## src/rtl/vga_pkg.sv

```systemverilog
// Default 640x480@60 raster timing constants and a small window-decode helper
// shared by the timing generator and anything that needs raster geometry.
package vga_pkg;

  localparam int COORD_W = 10;

  localparam int DEF_H_ACTIVE = 640;
  localparam int DEF_H_FP     = 16;
  localparam int DEF_H_SYNC   = 96;
  localparam int DEF_H_BP     = 48;
  localparam int DEF_V_ACTIVE = 480;
  localparam int DEF_V_FP     = 10;
  localparam int DEF_V_SYNC   = 2;
  localparam int DEF_V_BP     = 33;

  localparam int DEF_H_TOTAL = DEF_H_ACTIVE + DEF_H_FP + DEF_H_SYNC + DEF_H_BP;
  localparam int DEF_V_TOTAL = DEF_V_ACTIVE + DEF_V_FP + DEF_V_SYNC + DEF_V_BP;

  // True when lo <= val < lo+len; coordinates are zero-extended before comparing.
  function automatic logic in_window(input logic [COORD_W-1:0] val, input int lo, input int len);
    int v;
    v = {{(32-COORD_W){1'b0}}, val};
    return (v >= lo) && (v < lo + len);
  endfunction

endpackage

```

## src/rtl/vga_timing_gen_pix_tick_gen.sv

```systemverilog
// Pixel-rate divider: pix_tick is high for one clk every CLK_DIV clocks,
// on the last count of the divider; CLK_DIV=1 yields a constant tick.
module pix_tick_gen #(
  parameter int CLK_DIV = 2
) (
  input  logic clk,
  input  logic rst,
  output logic pix_tick
);

  localparam int DW = (CLK_DIV > 1) ? $clog2(CLK_DIV) : 1;
  localparam logic [DW-1:0] LAST = DW'(CLK_DIV - 1);

  logic [DW-1:0] div_cnt;

  assign pix_tick = (div_cnt == LAST);

  always_ff @(posedge clk or posedge rst) begin
    if (rst) begin
      div_cnt <= '0;
    end else if (pix_tick) begin
      div_cnt <= '0;
    end else begin
      div_cnt <= div_cnt + DW'(1);
    end
  end

endmodule

```

## src/rtl/vga_timing_gen.sv

```systemverilog
// VGA raster timing: h/v pixel counters plus registered sync, blanking and frame
// strobes, all decoded from next-state counters so every output is skew-free.
module vga_timing_gen
  import vga_pkg::*;
#(
  parameter int CLK_DIV  = 2,
  parameter int H_ACTIVE = DEF_H_ACTIVE,
  parameter int H_FP     = DEF_H_FP,
  parameter int H_SYNC   = DEF_H_SYNC,
  parameter int H_BP     = DEF_H_BP,
  parameter int V_ACTIVE = DEF_V_ACTIVE,
  parameter int V_FP     = DEF_V_FP,
  parameter int V_SYNC   = DEF_V_SYNC,
  parameter int V_BP     = DEF_V_BP
) (
  input  logic               clk,
  input  logic               rst,
  output logic               pix_tick,
  output logic [COORD_W-1:0] h_count,
  output logic [COORD_W-1:0] v_count,
  output logic               hs_n,
  output logic               vs_n,
  output logic               video_on,
  output logic               frame_tick
);

  localparam int H_TOTAL = H_ACTIVE + H_FP + H_SYNC + H_BP;
  localparam int V_TOTAL = V_ACTIVE + V_FP + V_SYNC + V_BP;

  localparam logic [COORD_W-1:0] H_LAST = COORD_W'(H_TOTAL - 1);
  localparam logic [COORD_W-1:0] V_LAST = COORD_W'(V_TOTAL - 1);

  logic [COORD_W-1:0] h_nxt;
  logic [COORD_W-1:0] v_nxt;

  pix_tick_gen #(
    .CLK_DIV (CLK_DIV)
  ) u_pix_tick_gen (
    .clk      (clk),
    .rst      (rst),
    .pix_tick (pix_tick)
  );

  always_comb begin
    h_nxt = h_count;
    v_nxt = v_count;
    if (pix_tick) begin
      if (h_count == H_LAST) begin
        h_nxt = '0;
        v_nxt = (v_count == V_LAST) ? '0 : v_count + COORD_W'(1);
      end else begin
        h_nxt = h_count + COORD_W'(1);
      end
    end
  end

  // Reset parks on the last pixel so the first advance lands on (0,0).
  always_ff @(posedge clk or posedge rst) begin
    if (rst) begin
      h_count    <= H_LAST;
      v_count    <= V_LAST;
      hs_n       <= 1'b1;
      vs_n       <= 1'b1;
      video_on   <= 1'b0;
      frame_tick <= 1'b0;
    end else begin
      h_count    <= h_nxt;
      v_count    <= v_nxt;
      hs_n       <= ~in_window(h_nxt, H_ACTIVE + H_FP, H_SYNC);
      vs_n       <= ~in_window(v_nxt, V_ACTIVE + V_FP, V_SYNC);
      video_on   <= in_window(h_nxt, 0, H_ACTIVE) && in_window(v_nxt, 0, V_ACTIVE);
      frame_tick <= pix_tick && (h_nxt == '0) && (v_nxt == '0);
    end
  end

endmodule

```

## config.mk

```make
export PLATFORM = sky130hd
export DESIGN_NAME = vga_timing_gen
export DESIGN_NICKNAME = d
export VERILOG_FILES = /design/src/rtl/vga_pkg.sv /design/src/rtl/vga_timing_gen_pix_tick_gen.sv /design/src/rtl/vga_timing_gen.sv
export SDC_FILE = /design/constraint.sdc
export NUM_CORES = 1
export LEC_CHECK = 0
export CAP_MARGIN = 30
export CORE_MARGIN = 4
export CORE_UTILIZATION = 47
export DETAILED_ROUTE_END_ITERATION = 12
export PLACE_DENSITY_LB_ADDON = 0.05
export REMOVE_ABC_BUFFERS = 1
export SLEW_MARGIN = 20
export SYNTH_ARGS = -nofsm -noshare
export SYNTH_HDL_FRONTEND = slang
export SYNTH_HIERARCHICAL = 1
export SYNTH_SLANG_ARGS = --single-unit
export TNS_END_PERCENT = 30
```

## constraint.sdc

```tcl
create_clock -name clk -period 2.53 [get_ports clk]
set_input_delay 0.759 -clock clk [delete_from_list [all_inputs] [get_ports clk]]
set_output_delay 0.759 -clock clk [all_outputs]
set_load 0.05 [all_outputs]
```

Yosys cells after proc, flatten, opt, wreduce, memory -nomap -nowiden
Cells that the tools add are included.
{ "word_totals": {"register_bits": 25, "inputBits": 2, "word_cells": 33} }
{ "classes": {"add_sub_neg": 3, "magnitude_cmp": 6, "n_eq_ne": 2, "n_mux": 6, "bitwise_logic": 2, "reduce_logical": 7} }
{ "op_table": {"columns": ["operator", "count"], "rows": [
  ["$mux 10", 5],
  ["$add 10x1->10 const B", 2],
  ["$eq 10x10->1 const B", 2],
  ["$logic_not 10->1", 2],
  ["$lt 10x10->1 const B", 2],
  ["$lt 10x9->1 const B", 2],
  ["$ge 10x10->1 const B", 1],
  ["$ge 10x9->1 const B", 1],
  ["$logic_and 1x1->1", 5],
  ["$not 1->1", 2],
  ["$add 1x1->1 const B", 1],
  ["$mux 1", 1]
]} }

Longest topological paths before layout
{ "depth": {"depth_word": 7, "mapped_depth": 8, "ltp_nobuf": 8} }

Cells and area by module
Netlist, hierarchy kept.
{ "by_module_without_submodules": {"columns": ["mod", "instances", "cells_each", "area_each_um2", "seq_area_each_um2"], "rows": [
  ["vga_timing_gen", 1, 159, 1460.2, 615.6],
  ["pix_tick_gen", 1, 3, 32.5, 25.0]
]} }

Least setup slack after synthesis
No wires, ideal clock.
{ "synth_timing": {"kind": "register -> register", "start": "reg h_count[6]", "end": "reg frame_tick", "setup_time_ns": 0.101, "arrival_ns": 2.822, "required_ns": 2.429, "path_slack_ns": -0.393, "stages_incl_launch_ff": 9, "n_path_buf": 2, "period_less_slack_ns": 2.923, "path_cell_list": "dfrtp_1 > buf_6 > or3_4 > or4_4 > buf_6 > nor3_4 > xor2_2 > or4_1 > nor4_1"} }
{ "synth_via": {"word_cells_on_any_way": 10, "classes_between": "add/sub: 1; eq/ne: 1; mux: 4; reduce/logical: 4"} }
{ "synth_lines": {"columns": ["element", "line_no", "source"], "rows": [
  ["from (decl)", "vga_timing_gen.sv:19", "output logic [COORD_W-1:0] h_count,"],
  ["from (signal assigned)", "vga_timing_gen.sv:67", "h_count <= h_nxt;"],
  ["$eq 10x10->1", "vga_timing_gen.sv:48", "if (h_count == H_LAST) begin"],
  ["$mux 10", "vga_timing_gen.sv:48", null],
  ["$mux 10", "vga_timing_gen.sv:47", "if (pix_tick) begin"],
  ["via v_nxt[7]", "vga_timing_gen.sv:34", "logic [COORD_W-1:0] v_nxt;"],
  ["$logic_not 10->1", "vga_timing_gen.sv:72", "frame_tick <= pix_tick && (h_nxt == '0) && (v_nxt == '0);"],
  ["$logic_and 1x1->1", "vga_timing_gen.sv:72", null],
  ["to (signal assigned)", "vga_timing_gen.sv:72", null],
  ["to (decl)", "vga_timing_gen.sv:24", "output logic frame_tick"]
]} }
The timed path passes the listed nets, and every way through them passes these cells.

Final worst setup path
{ "layout_timing": {"start": "reg h_count[6]", "end": "reg vs_n"} }
{ "layout_via": {"elab_chain_cells": 6, "word_cells_on_any_way": 7, "classes_between": "order compare: 2; eq/ne: 1; mux: 2; bitwise: 1; reduce/logical: 1"} }
{ "layout_lines": {"columns": ["element", "line_no", "source"], "rows": [
  ["$eq 10x10->1 *", "vga_timing_gen.sv:48", null],
  ["$mux 10 *", "vga_timing_gen.sv:48", null],
  ["$mux 10 *", "vga_timing_gen.sv:47", null],
  ["via v_nxt[5]", "vga_timing_gen.sv:34", null],
  ["$ge 10x9->1 / $lt 10x9->1 (equally long branches)", "vga_pkg.sv:23", "return (v >= lo) && (v < lo + len);"],
  ["$logic_and 1x1->1 *", "vga_pkg.sv:23", null],
  ["$not 1->1 *", "vga_timing_gen.sv:70", "vs_n <= ~in_window(v_nxt, V_ACTIVE + V_FP, V_SYNC);"],
  ["to (signal assigned)", "vga_timing_gen.sv:70", null],
  ["to (decl)", "vga_timing_gen.sv:22", "output logic vs_n,"]
]} }
Mark *: on every way through the listed nets, which the timed path passes. The rest lies on a longest branch.

==> metrics.txt <==
run status finished, final reports clean; Yosys Warn Count 6; pin count of the biggest net entering global routing 25; Switching Share 0.224; Cell Rows 20; die width between 60 and 70 um; fillcell total between 200 and 300; clock root buffer master sky130_fd_sc_hd__clkbuf_4; hpwl dp between 2000 and 3000 um; sequential share of the synthesized area 0.429; Final Instance Area between 2000 and 2500 sq um; number of sinks driven by the clock tree 25; vias in the first global route 1532; Num CTS Buffers 3; number of detailed-route iterations in the first pass 4; RSZ-0062 raised after global routing yes; post-place setup slack -34.0 ps; transition time at the pin with the least slew margin 506 ps; routed via count 1460; CTS tree built; post-synth cell types 43; clock transition time at the flip-flop clock pins of the worst setup and hold paths around 150 ps; portion of synthesized cell area occupied by the leading cell type 0.218; # port buffers 26; cell class contributing the biggest share of worst-path delay simple AND/OR/NAND/NOR gates; leading post-synthesis cells by cell area sky130_fd_sc_hd__dfrtp_1, sky130_fd_sc_hd__dfstp_2, sky130_fd_sc_hd__xnor2_1; Max Cap Viol 0; EDFF count, synth 0; NetSw around 0.13 mW; Avg Inst Size Synth 9.21 sq um; Die Footprint between 4000 and 5000 sq um; Synth area leader sky130_fd_sc_hd__dfrtp_1; worst rel slew slack 0.662; internal power around 0.47 mW; final critical delay including setup and external delays between 2000 and 3000 ps; Detailed Route Iter0 Violations 77; Pwr per Cell Area between 200 and 300 nW/um^2; count of final hold-check violations 0; worst-case clock buffer depth 2; sequential share of power 0.669; proportion of power drawn by combinational gates 0.018; Worst setup SP type flip-flop; clock insertion delay at the later pin of the skew report 320 ps; GR Overflow Total 0; Seq cells post-synth 25; Worst Clk Skew around 7 ps; kind of end point of the critical path flip-flop; area added between synthesis and finish 45.0%; placer's final routability congestion estimate between 0.8 and 0.9; startpoint of the lowest-slack register-to-register path h_count[6]; placed standard-cell area between 1500 and 2000 sq um; Setup crit start h_count[6]; Static Leakage roughly 1.0 nW; ordered cell list for the critical path or3_4 -> or4_4 -> buf_4 -> nor2_4 -> xnor2_2 -> nand4_1 -> or4_1; routed length per placed instance between 15 and 20 um; aggregate routed wire length between 4000 and 5000 um; number of I/O pins 27; Routed Antenna Nets 0; Total Routing Usage GR 0.219; Avg Vias per Cell ~5.5; CP Data Required Time 2780 ps; final cell count without fillers roughly 270; Mapped Area approximately 1500 sq um; depth of the worst register-to-register path 7; path type of the worst min-delay path primary input to async pin; first-pass GRT wire length 7110 um; CTS H-tree depth 1; diode insertion count for antenna repair 0; most common library cell in the layout ignoring fill and taps sky130_fd_sc_hd__buf_4; Crit path largest cell delay 580 ps; number of antenna violations at the first check in global routing 0; net total in the final layout between 200 and 250; die extent in y about 64 um; end-of-flow core utilization 0.709; Remaining DRCs 0; number of placed instances with taps included between 200 and 300; Crit-path slowest cell sky130_fd_sc_hd__or4_4; Buffers & Inverters on Critical Path 1; VDD IR max 0.164 mV; part of the total power dissipated in the clock network 0.313; Critical Setup Path Class flip-flop to flip-flop; most used flip-flop cell after synthesis sky130_fd_sc_hd__dfrtp_1; minimum setup slack in the final design approximately 7 ps; endpoint arrival time on the critical path between 2000 and 3000 ps; share of flip-flops with an asynchronous set or reset after synthesis 1.00; endpoint of the worst register-to-register path vs_n; largest fanout on the critical path 5; worst reg2reg setup slack just under 7 ps; area of the core region 3050 sq um; Final Max Slew Viols 0; portion of the clock cycle consumed by the worst path in the final layout 0.997; highest-count cells in the layout ignoring fill and taps sky130_fd_sc_hd__buf_4, sky130_fd_sc_hd__nand2_1, sky130_fd_sc_hd__clkdlybuf4s50_1; Fmax achieved between 300 and 400 MHz; initial core utilization 0.489; final setup violating endpoints 0; number of instances in the synthesized netlist ~160; proportion of layout cells with a drive suffix above 1 0.365
-- sequential cells by signal, summed over array words and instances, names as in the netlist --
name                     cells
frame_tick                   1
video_on                     1
v_count                     10
h_count                     10
hs_n                         1
u_pix_tick_gen/pix_tick      1
vs_n                         1
-- Yosys cell counts (all sizes together), types with 4 or more instances --
master / instances
dfrtp: 13
dfstp: 12
inv: 12
nand2: 17
nand3: 14
nand4: 5
nor2: 10
nor3: 5
o21ai: 9
or4: 4
xnor2: 9
-- power groups by stage --
| stage | combinational (mW) | clock, mW | sequential (mW) |
|---|---|---|---|
| 2_1_floorplan | 0.00591 | 0 | 0.407 |
| 3_3_place_gp | 0.0111 | 0 | 0.407 |
| 3_5_place_dp | 0.0114 | 0 | 0.407 |
| 4_1_cts | 0.0114 | 0.195 | 0.401 |
| 5_1_grt | 0.0129 | 0.218 | 0.401 |
| 6_report | 0.0110 | 0.187 | 0.401 |
-- metal layers --
metal / global-route usage / routed length [um] / vias to the layer above
met2: 0.384 / 2130 / 42
met4: 0.100 / 102 / 0
met5: 0 / 0 / -
met1: 0.256 / 1720 / 708
li1: - / - / 700
met3: 0.0422 / 192 / 10
-- final cells by class --
type                       instances  area [sq um]  share of cell area
multi-input combinational        119           870               0.402
sequential                        25           641               0.296
timing repair buffer              62           528               0.244
clock buffer                       4          26.3              0.0121
inverter                          12          45.0              0.0208
tap                               44          55.1              0.0254
-- cell families after synthesis --
family,synth area share
fa+ha+maj,0.0251
buf+inv,0.0562
flops,0.429
simple gates,0.268
compound gates,0.138
xor+xnor,0.0754
mux,0.00754
-- through the flow --
stage | hold slack [ps] | power (mW) | setup TNS [ps]
final | 580 | 0.599 | 0
after global routing | 569 | 0.632 | -189
after CTS | 568 | 0.607 | -0.0571
after detailed placement | 580 | 0.419 | -43.5
after global placement | 572 | 0.418 | 0
after floorplan | 488 | 0.413 | -1390
-- what timing repair did --
item                                    CTS  global route
setup buffers                             1             8
cloned                                    0             0
endpoints found under the setup margin    2             5
hold buffers                              0             0
pin swaps                                 5            10
gates resized for setup                   2            22
-- worst max path at each step --
stage                             to  cells past startpoint
after CTS                 frame_tick                      7
final                           vs_n                      7
after global placement    frame_tick                      6
after detailed placement  frame_tick                      6
after global routing      frame_tick                     10
after floorplan           frame_tick                      7
(Power assumes the default switching activity.)
